**config.mk**
```make
export PLATFORM = sky130hd
export DESIGN_NAME = ternary_array_seq_2ghz
export DESIGN_NICKNAME = d
export VERILOG_FILES = /design/src/rtl/ternary_array_seq_2ghz.sv
export SDC_FILE = /design/constraint.sdc
export NUM_CORES = 1
export LEC_CHECK = 0
export CAP_MARGIN = 20
export CORE_MARGIN = 4
export CORE_UTILIZATION = 50
export DETAILED_ROUTE_END_ITERATION = 16
export PLACE_DENSITY = 0.76
export SYNTH_ARGS = -nofsm -noshare
export SYNTH_HDL_FRONTEND = slang
export SYNTH_SLANG_ARGS = --single-unit
export TNS_END_PERCENT = 10
```
**constraint.sdc**
```tcl
create_clock -name clk -period 3.9 [get_ports clk]
set_clock_uncertainty 0.15 [all_clocks]
set_input_delay 0.39 -clock clk [delete_from_list [all_inputs] [get_ports clk]]
set_output_delay 0.39 -clock clk [all_outputs]
set_load 0.05 [all_outputs]
```
**src/rtl/ternary_array_seq_2ghz.sv**
```systemverilog
// Tile sequencer for the pipelined ternary systolic array: clear, weight load,
// activation streaming with backpressure, pipeline drain, plus utilisation counters.
module ternary_array_seq_2ghz #(
  parameter int ARRAY_SIZE = 64,
  parameter int PIPE_DEPTH = 2,
  parameter int K_BITS     = 16,
  parameter int CNT_BITS   = 32
) (
  input  logic                          clk,
  input  logic                          rst_n,
  input  logic                          start,
  input  logic                          abort,
  input  logic [K_BITS-1:0]             k_len,
  output logic                          busy,
  output logic                          done,
  output logic                          aborted,
  input  logic                          act_valid,
  output logic                          act_ready,
  output logic [$clog2(ARRAY_SIZE)-1:0] wgt_row,
  output logic                          array_clear,
  output logic                          array_weight_load,
  output logic                          array_enable,
  output logic [CNT_BITS-1:0]           busy_cycles,
  output logic [CNT_BITS-1:0]           stall_cycles
);

  localparam int DRAIN_CYCLES = PIPE_DEPTH * ARRAY_SIZE + ARRAY_SIZE - 1;
  localparam int ROW_W        = $clog2(ARRAY_SIZE);
  localparam int DRN_W        = $clog2(DRAIN_CYCLES + 1);

  localparam logic [ROW_W-1:0]    ROW_LAST = ROW_W'(ARRAY_SIZE - 1);
  localparam logic [DRN_W-1:0]    DRN_LAST = DRN_W'(DRAIN_CYCLES - 1);
  localparam logic [CNT_BITS-1:0] CNT_MAX  = {CNT_BITS{1'b1}};

  // S_ABORT is the single idle cycle that follows an abort; it behaves as
  // IDLE (accepts start, not busy) but also raises array_clear and aborted.
  typedef enum logic [2:0] {
    S_IDLE,
    S_ABORT,
    S_CLR,
    S_LOAD,
    S_STREAM,
    S_DRAIN,
    S_DONE
  } state_e;

  state_e              state_q, state_d;
  logic [K_BITS-1:0]   k_q, k_d;
  logic [K_BITS-1:0]   beat_q, beat_d;
  logic [ROW_W-1:0]    row_q, row_d;
  logic [DRN_W-1:0]    drain_q, drain_d;
  logic [CNT_BITS-1:0] busy_cnt_q, busy_cnt_d;
  logic [CNT_BITS-1:0] stall_cnt_q, stall_cnt_d;

  logic is_idle;
  logic stall_now;

  assign is_idle   = (state_q == S_IDLE) || (state_q == S_ABORT);
  assign stall_now = (state_q == S_STREAM) && !act_valid;

  always_comb begin
    state_d = state_q;
    k_d     = k_q;
    beat_d  = beat_q;
    row_d   = row_q;
    drain_d = drain_q;

    unique case (state_q)
      S_IDLE, S_ABORT: begin
        if (start && !abort) begin
          k_d     = k_len;
          state_d = S_CLR;
        end else begin
          state_d = S_IDLE;
        end
      end
      S_CLR: begin
        beat_d  = '0;
        row_d   = '0;
        drain_d = '0;
        state_d = (k_q == '0) ? S_DONE : S_LOAD;
      end
      S_LOAD: begin
        if (row_q == ROW_LAST) begin
          row_d   = '0;
          state_d = S_STREAM;
        end else begin
          row_d = row_q + ROW_W'(1);
        end
      end
      S_STREAM: begin
        if (act_valid) begin
          if (beat_q == k_q - K_BITS'(1)) begin
            beat_d  = '0;
            state_d = S_DRAIN;
          end else begin
            beat_d = beat_q + K_BITS'(1);
          end
        end
      end
      S_DRAIN: begin
        if (drain_q == DRN_LAST) begin
          drain_d = '0;
          state_d = S_DONE;
        end else begin
          drain_d = drain_q + DRN_W'(1);
        end
      end
      S_DONE: begin
        state_d = S_IDLE;
      end
      default: begin
        state_d = S_IDLE;
      end
    endcase

    // Abort overrides every other transition out of a busy state.
    if (abort && !is_idle) begin
      state_d = S_ABORT;
      beat_d  = '0;
      row_d   = '0;
      drain_d = '0;
    end
  end

  always_comb begin
    busy_cnt_d  = busy_cnt_q;
    stall_cnt_d = stall_cnt_q;
    if (!is_idle && (busy_cnt_q != CNT_MAX)) begin
      busy_cnt_d = busy_cnt_q + CNT_BITS'(1);
    end
    if (stall_now && (stall_cnt_q != CNT_MAX)) begin
      stall_cnt_d = stall_cnt_q + CNT_BITS'(1);
    end
  end

  always_ff @(posedge clk or negedge rst_n) begin
    if (!rst_n) begin
      state_q     <= S_IDLE;
      k_q         <= '0;
      beat_q      <= '0;
      row_q       <= '0;
      drain_q     <= '0;
      busy_cnt_q  <= '0;
      stall_cnt_q <= '0;
    end else begin
      state_q     <= state_d;
      k_q         <= k_d;
      beat_q      <= beat_d;
      row_q       <= row_d;
      drain_q     <= drain_d;
      busy_cnt_q  <= busy_cnt_d;
      stall_cnt_q <= stall_cnt_d;
    end
  end

  // Only array_enable in STREAM looks at an input; everything else is state-decoded.
  assign busy              = !is_idle;
  assign done              = (state_q == S_DONE);
  assign aborted           = (state_q == S_ABORT);
  assign act_ready         = (state_q == S_STREAM);
  assign wgt_row           = row_q;
  assign array_clear       = (state_q == S_CLR) || (state_q == S_ABORT);
  assign array_weight_load = (state_q == S_LOAD);
  assign array_enable      = ((state_q == S_STREAM) && act_valid) || (state_q == S_DRAIN);
  assign busy_cycles       = busy_cnt_q;
  assign stall_cycles      = stall_cnt_q;

endmodule

```
==> results of run 1 <==
[power breakdown]
part           switching, W  leakage, nW  internal [W]
Clock              0.000528        0.295       0.00105
Sequential         0.000241         1.52       0.00132
Combinational      0.000743         1.41      0.000482
[registers in the layout, summed over array words and instances, names as in the netlist]
register / count
busy_cycles: 32
k_q: 16
drain_q: 8
stall_cycles: 32
wgt_row: 6
state_q: 3
beat_q: 16
[placed cells by master (no fill, tap or decap), types with 6 or more instances in the layout]
cell,netlist,routed
or3_1,6,6
xor2_1,33,33
and4_1,8,8
inv_1,19,19
a21oi_1,10,10
xnor2_1,59,59
and2_1,8,8
dfrtp_1,113,113
o21ai_0,28,28
nand2b_1,10,10
mux2_2,15,15
a31oi_1,6,6
nor2_1,53,53
nor3_1,17,17
ha_1,8,8
nand4_1,16,16
nand2_1,56,56
nand3_1,31,31
clkdlybuf4s50_1,0,96
clkbuf_16,0,17
and3_1,19,19
[how the worst min path moves through the flow]
stage | start | end | slack, ns | depth (start not counted)
global placement | stall_cycles[19] | stall_cycles[19] | 0.32 | 1
global route | stall_cycles[13] | stall_cycles[13] | 0.37 | 1
finish | busy_cycles[18] | busy_cycles[18] | 0.34 | 1
CTS | stall_cycles[22] | stall_cycles[22] | 0.34 | 1
detailed placement | stall_cycles[22] | stall_cycles[22] | 0.33 | 1
floorplan | rst_n | beat_q[0] | -0.06 | 0
[kinds of logic (layout without fill, tap and decap cells)]
group	count (synthesis)	in the layout	share of synthesized area, %
AND/OR/NAND/NOR	258	258	23.7
flip-flops	113	113	48.3
XOR/XNOR	92	92	13.8
AO/OA/AOI/OAI	64	64	6.86
buffers and inverters	30	152	2.11
multiplexers	19	19	3.57
adder cells (fa/ha/maj)	8	8	1.71
[metrics by stage]
| stage | std cells | utilization (%) | total power [W] |
|---|---|---|---|
| final | 849 | 66.3 | 0.00436 |
| after detailed placement | 816 | 60.9 | 0.00280 |
| after floorplan | 584 | - | 0.00241 |
| after CTS | 848 | 66.3 | 0.00440 |
| after global routing | 849 | 66.3 | 0.00461 |
| after global placement | 816 | 60.9 | 0.00276 |
[layer usage]
metal / up-vias / GRT usage [%] / part of all wire, %
li1: 2256 / - / -
met1: 2271 / 27.4 / 44
met2: 106 / 33.3 / 48
met3: 18 / 8.34 / 6.4
met4: 0 / 6.81 / 1.3
met5: - / 0 / 0
[layout make-up]
type	instances	area (um^2)
Clock buffer	21	470
Clock inverter	10	134
Fill cell	884	3860
Inverter	20	75.1
Multi-Input combinational cell	441	2910
Sequential cell	113	2830
Tap cell	143	179
Timing Repair Buffer	101	1010
==> results.ini, run 1 <==
[layout]
syn_to_final_growth_pct = 29.8
num_antenna_cells = 0
drive_above_1_share_pct = 9.35
stdcell_area_mm2 = 0.00760
nNetsFinal = 723

[placed_design]
dp_slack_ns = 0.800
routabilityCongestion = 0.877
numPortBuffers = 97
placedInstanceArea_mm2 = 0.00698
dp_hpwl_um = 9530

[yosys]
ys_top_cells_by_count = dfrtp_1, xnor2_1, nand2_1, nor2_1, xor2_1
ys_types = 55
netlist_area_mm2 = 0.00586
yosysWarnings = 0
ys_seq_area_share_pct = 48.3
synth-seq-cells = 113
synth_top_area_share_pct = 48.3
yosysMostFrequentCell = dfrtp_1
synth.avg_cell_area_um2 = 10.0
synth_edf_count = 0
yosysTopAreaCell = dfrtp_1
synth_fp_nets = 613
synthCells = 584
synthArstFlopShare_pct = 100
ys.flop_type = dfrtp_1
synth_area_leaders = dfrtp_1, xnor2_1, xor2_1

[sta]
relSlewSlack_pct = 42.9
fin_setup_tns_ns = 0
timing.final.ws_setup_ns = 0.761
rsz0062_at_grt = false
period_minus_slack_ns = 3.14
max_freq_mhz = 319
holdWs_ns = 0.343
slew_violations = 0
finalCritPeriodShare_pct = 80.5
worst_slew_pin_slew_ns = 0.850
finalSetupViolations = 0
hold_viol_final = 0

[floorplan]
initial_core_util_pct = 51.1
rows = 39
die_width_um = 116
die_area_mm2 = 0.0135
dieHeight_um = 116
io_pins = 98
core_region_area_mm2 = 0.0115

[global_route]
grt_max_degree = 114
grt_usage_pct = 21.3
grt_pass1_wl_um = 22700
first_global_vias = 4687
antenna_found_initial = 0
overflow = 0

[worst_setup_path]
critPathSlowestCell = nor3b_1
reg2reg_slack_ns = 0.76
end_kind = flop
crit_required_ns = 4.04
path_delay_family = simple AND/OR/NAND/NOR gates
r2r-end = beat_q[14]
crit_arrival_ns = 3.28
startpoint_type = flop
path_depth = 10
cp_num_buf_inv = 1
timing.rr.start = k_q[0]
crit_fanout = 11
cp-startpoint = k_q[0]
max_stage_delay_ns = 0.53
crit_chain = inv_1 -> ha_1 -> nor3b_1 -> and3_1 -> nor4b_1 -> a31oi_1 -> nor4b_4 -> a21oi_4 -> nor2_4 -> nor2_1
rr_worst_depth = 10
cp-endpoint = beat_q[14]
critPathKind = reg -> reg

[clock_network]
cts-root-buf = clkbuf_16
cts_sinks = 113
insertion_delay_ns = 0.42
cts_max_path_buffers = 2
cts_setup_buffers = 0
cts-hold-fix-buffers = 1
cts_tree = yes
cts_buffers = 17
cts-resized-gates = 0
h-tree-depth = 4
clk_pin_slew_worst_paths_ns = 0.05

[flow_run]
drv_cap = 0

[drt]
wl_per_cell_um = 15.9
drc = 0
vias_per_cell = 5.48
ant_nets = 0
wl_um = 13500
first_iter_violations = 244
via_count = 4651
drt_first_pass_iters = 7

[hold_path]
hold_path.class = reg -> reg

[power_and_ir_drop]
power.density_mw_per_mm2 = 573
p_leak_nw = 3.22
irDropWorstVdd_uv = 631

[run_status]
status = complete, no violations

No activity file was read; power rests on OpenSTA's default activity.
==> run 2: changes to the inputs <==
==> constraint.sdc (replaced) <==
create_clock -name clk -period 3.1 [get_ports clk]
set_clock_uncertainty 0.15 [all_clocks]
set_input_delay 0.31 -clock clk [delete_from_list [all_inputs] [get_ports clk]]
set_output_delay 0.31 -clock clk [all_outputs]
set_load 0.05 [all_outputs]
==> results.ini, run 2 (same netlist as run 1, synthesis figures left out) <==
[sta]
worst_slew_pin_slew_ns = 1.09  ; +0.243 ns
slew_violations = 0  ; unchanged
rsz0062_at_grt = false
period_minus_slack_ns = 2.90  ; -0.236 ns
finalCritPeriodShare_pct = 93.7  ; +13 points
finalSetupViolations = 0  ; unchanged
relSlewSlack_pct = 26.6  ; -16 points
max_freq_mhz = 344  ; +8.1%
fin_setup_tns_ns = 0  ; unchanged
hold_viol_final = 0  ; unchanged

[worst_setup_path]
crit_required_ns = 3.24  ; -0.80 ns
path_delay_family = simple AND/OR/NAND/NOR gates
startpoint_type = flop
timing.rr.start = k_q[3]
crit_fanout = 11  ; unchanged
crit_arrival_ns = 3.05  ; -0.23 ns
critPathSlowestCell = or4_1
critPathKind = reg -> reg
crit_chain = or4_1 -> a2111oi_0 -> nor3_1 -> nor4b_4 -> a21oi_4 -> nor2_4 -> nor2_1
end_kind = flop
cp-startpoint = k_q[3]
max_stage_delay_ns = 0.65  ; +0.12 ns
cp_num_buf_inv = 0  ; -1

[clock_network]
h-tree-depth = 4  ; unchanged
cts_sinks = 113  ; unchanged
cts_tree = yes
cts_max_path_buffers = 2  ; unchanged
clk_pin_slew_worst_paths_ns = 0.05  ; about the same
cts-root-buf = clkbuf_16
insertion_delay_ns = 0.42  ; about the same
cts_buffers = 17  ; unchanged
cts_setup_buffers = 0  ; unchanged

[floorplan]
io_pins = 98  ; unchanged
die_width_um = 116  ; unchanged
dieHeight_um = 116  ; unchanged
rows = 39  ; unchanged
core_region_area_mm2 = 0.0115  ; unchanged
die_area_mm2 = 0.0135  ; unchanged
initial_core_util_pct = 51.1  ; unchanged

[placed_design]
numPortBuffers = 97  ; unchanged
dp_hpwl_um = 9770  ; +2.5%
routabilityCongestion = 0.869  ; -0.92%
placedInstanceArea_mm2 = 0.00703  ; +0.64%

[layout]
nNetsFinal = 728  ; +0.69%
num_antenna_cells = 0  ; unchanged
nFillCells = 889  ; +0.57%
syn_to_final_growth_pct = 30.0
final_common_cell = dfrtp_1
stdcell_area_mm2 = 0.00761  ; +0.13%
mostFrequentLayoutCells = dfrtp_1, clkdlybuf4s50_1, xnor2_1
drive_above_1_share_pct = 9.60  ; +0.26 points

[global_route]
first_global_vias = 4720  ; +0.70%
grt_usage_pct = 21.8  ; +0.48 points
grt_pass1_wl_um = 22900  ; +1.2%
grt_max_degree = 45  ; -61%
antenna_found_initial = 0  ; unchanged
overflow = 0  ; unchanged

[drt]
via_count = 4756  ; +2.3%
wl_um = 13900  ; +3.1%
first_iter_violations = 256  ; +4.9%
wl_per_cell_um = 16.3  ; +2.8%
vias_per_cell = 5.59  ; +2.0%
ant_nets = 0  ; unchanged
drt_first_pass_iters = 5  ; -2
drc = 0  ; unchanged

[flow_run]
drv_cap = 0  ; unchanged

[hold_path]
hold_path.class = in -> async

[power_and_ir_drop]
irDropWorstVdd_uv = 616  ; -2.4%
power.density_mw_per_mm2 = 716  ; +25%
p_leak_nw = 3.23  ; +0.25%

[run_status]
status = complete, no violations

[run 2: cell type report]
| cell class | instances | area, um^2 | share of cell area (%) |
|---|---|---|---|
| multi-input cells | 441 | 2920 | 38.3 |
| well taps | 143 | 179 | 2.35 |
| repair buffers | 106 | 1050 | 13.8 |
| inverters | 20 | 75.1 | 0.986 |
| clock inverters | 7 | 113 | 1.48 |
| clock buffers | 21 | 450 | 5.92 |
| flip-flops and latches | 113 | 2830 | 37.1 |
[run 2: worst paths after layout]
| kind | to | slack [ns] | cells after the start |
|---|---|---|---|
| setup / recovery | beat_q[14] | 0.20 | 7 |
| hold / removal | k_q[2] | 0.28 | 2 |
| setup reg to reg | beat_q[14] | 0.20 | 7 |
| hold reg to reg | stall_cycles[19] | 0.34 | 1 |
| max in group asynchronous | stall_cycles[27] | 1.69 | 3 |
| min in group clk | k_q[1] | 0.32 | 3 |
[run 2: power by group]
part / leakage [nW] / switching, W / internal [W]
Sequential: 1.52 / 0.000306 / 0.00166
Clock: 0.275 / 0.000651 / 0.00126
Combinational: 1.43 / 0.000952 / 0.000625
Total: 3.23 / 0.00191 / 0.00354
[run 2: per-layer routing]
metal  GRT usage [%]  part of all wire [%]  vias up
met3            8.19                   6.3       21
met1            28.0                    44     2333
met2            33.9                    48      124
met4            7.73                   1.4        0
met5               0                     0        -
li1                -                     -     2278
[run 2: repair_timing]
| action | CTS | global route |
|---|---|---|
| setup endpoints to repair | 0 | 12 |
| hold buffers | 1 | 0 |
| gates resized for setup | 0 | 2 |
| hold endpoints to repair | 42 | 0 |
[run 2: through the flow]
step | utilization, % | instances | setup slack [ns] | total power (W) | hold WS (ns)
floorplan | - | 584 | 0.290 | 0.00304 | -0.136
detailed placement | 61.3 | 822 | 0.228 | 0.00353 | 0.207
CTS | 66.3 | 851 | 0.203 | 0.00547 | 0.308
global route | 66.4 | 851 | 0.0102 | 0.00571 | 0.346
finish | 66.4 | 851 | 0.197 | 0.00545 | 0.281
global placement | 61.3 | 822 | 0.296 | 0.00348 | 0.196
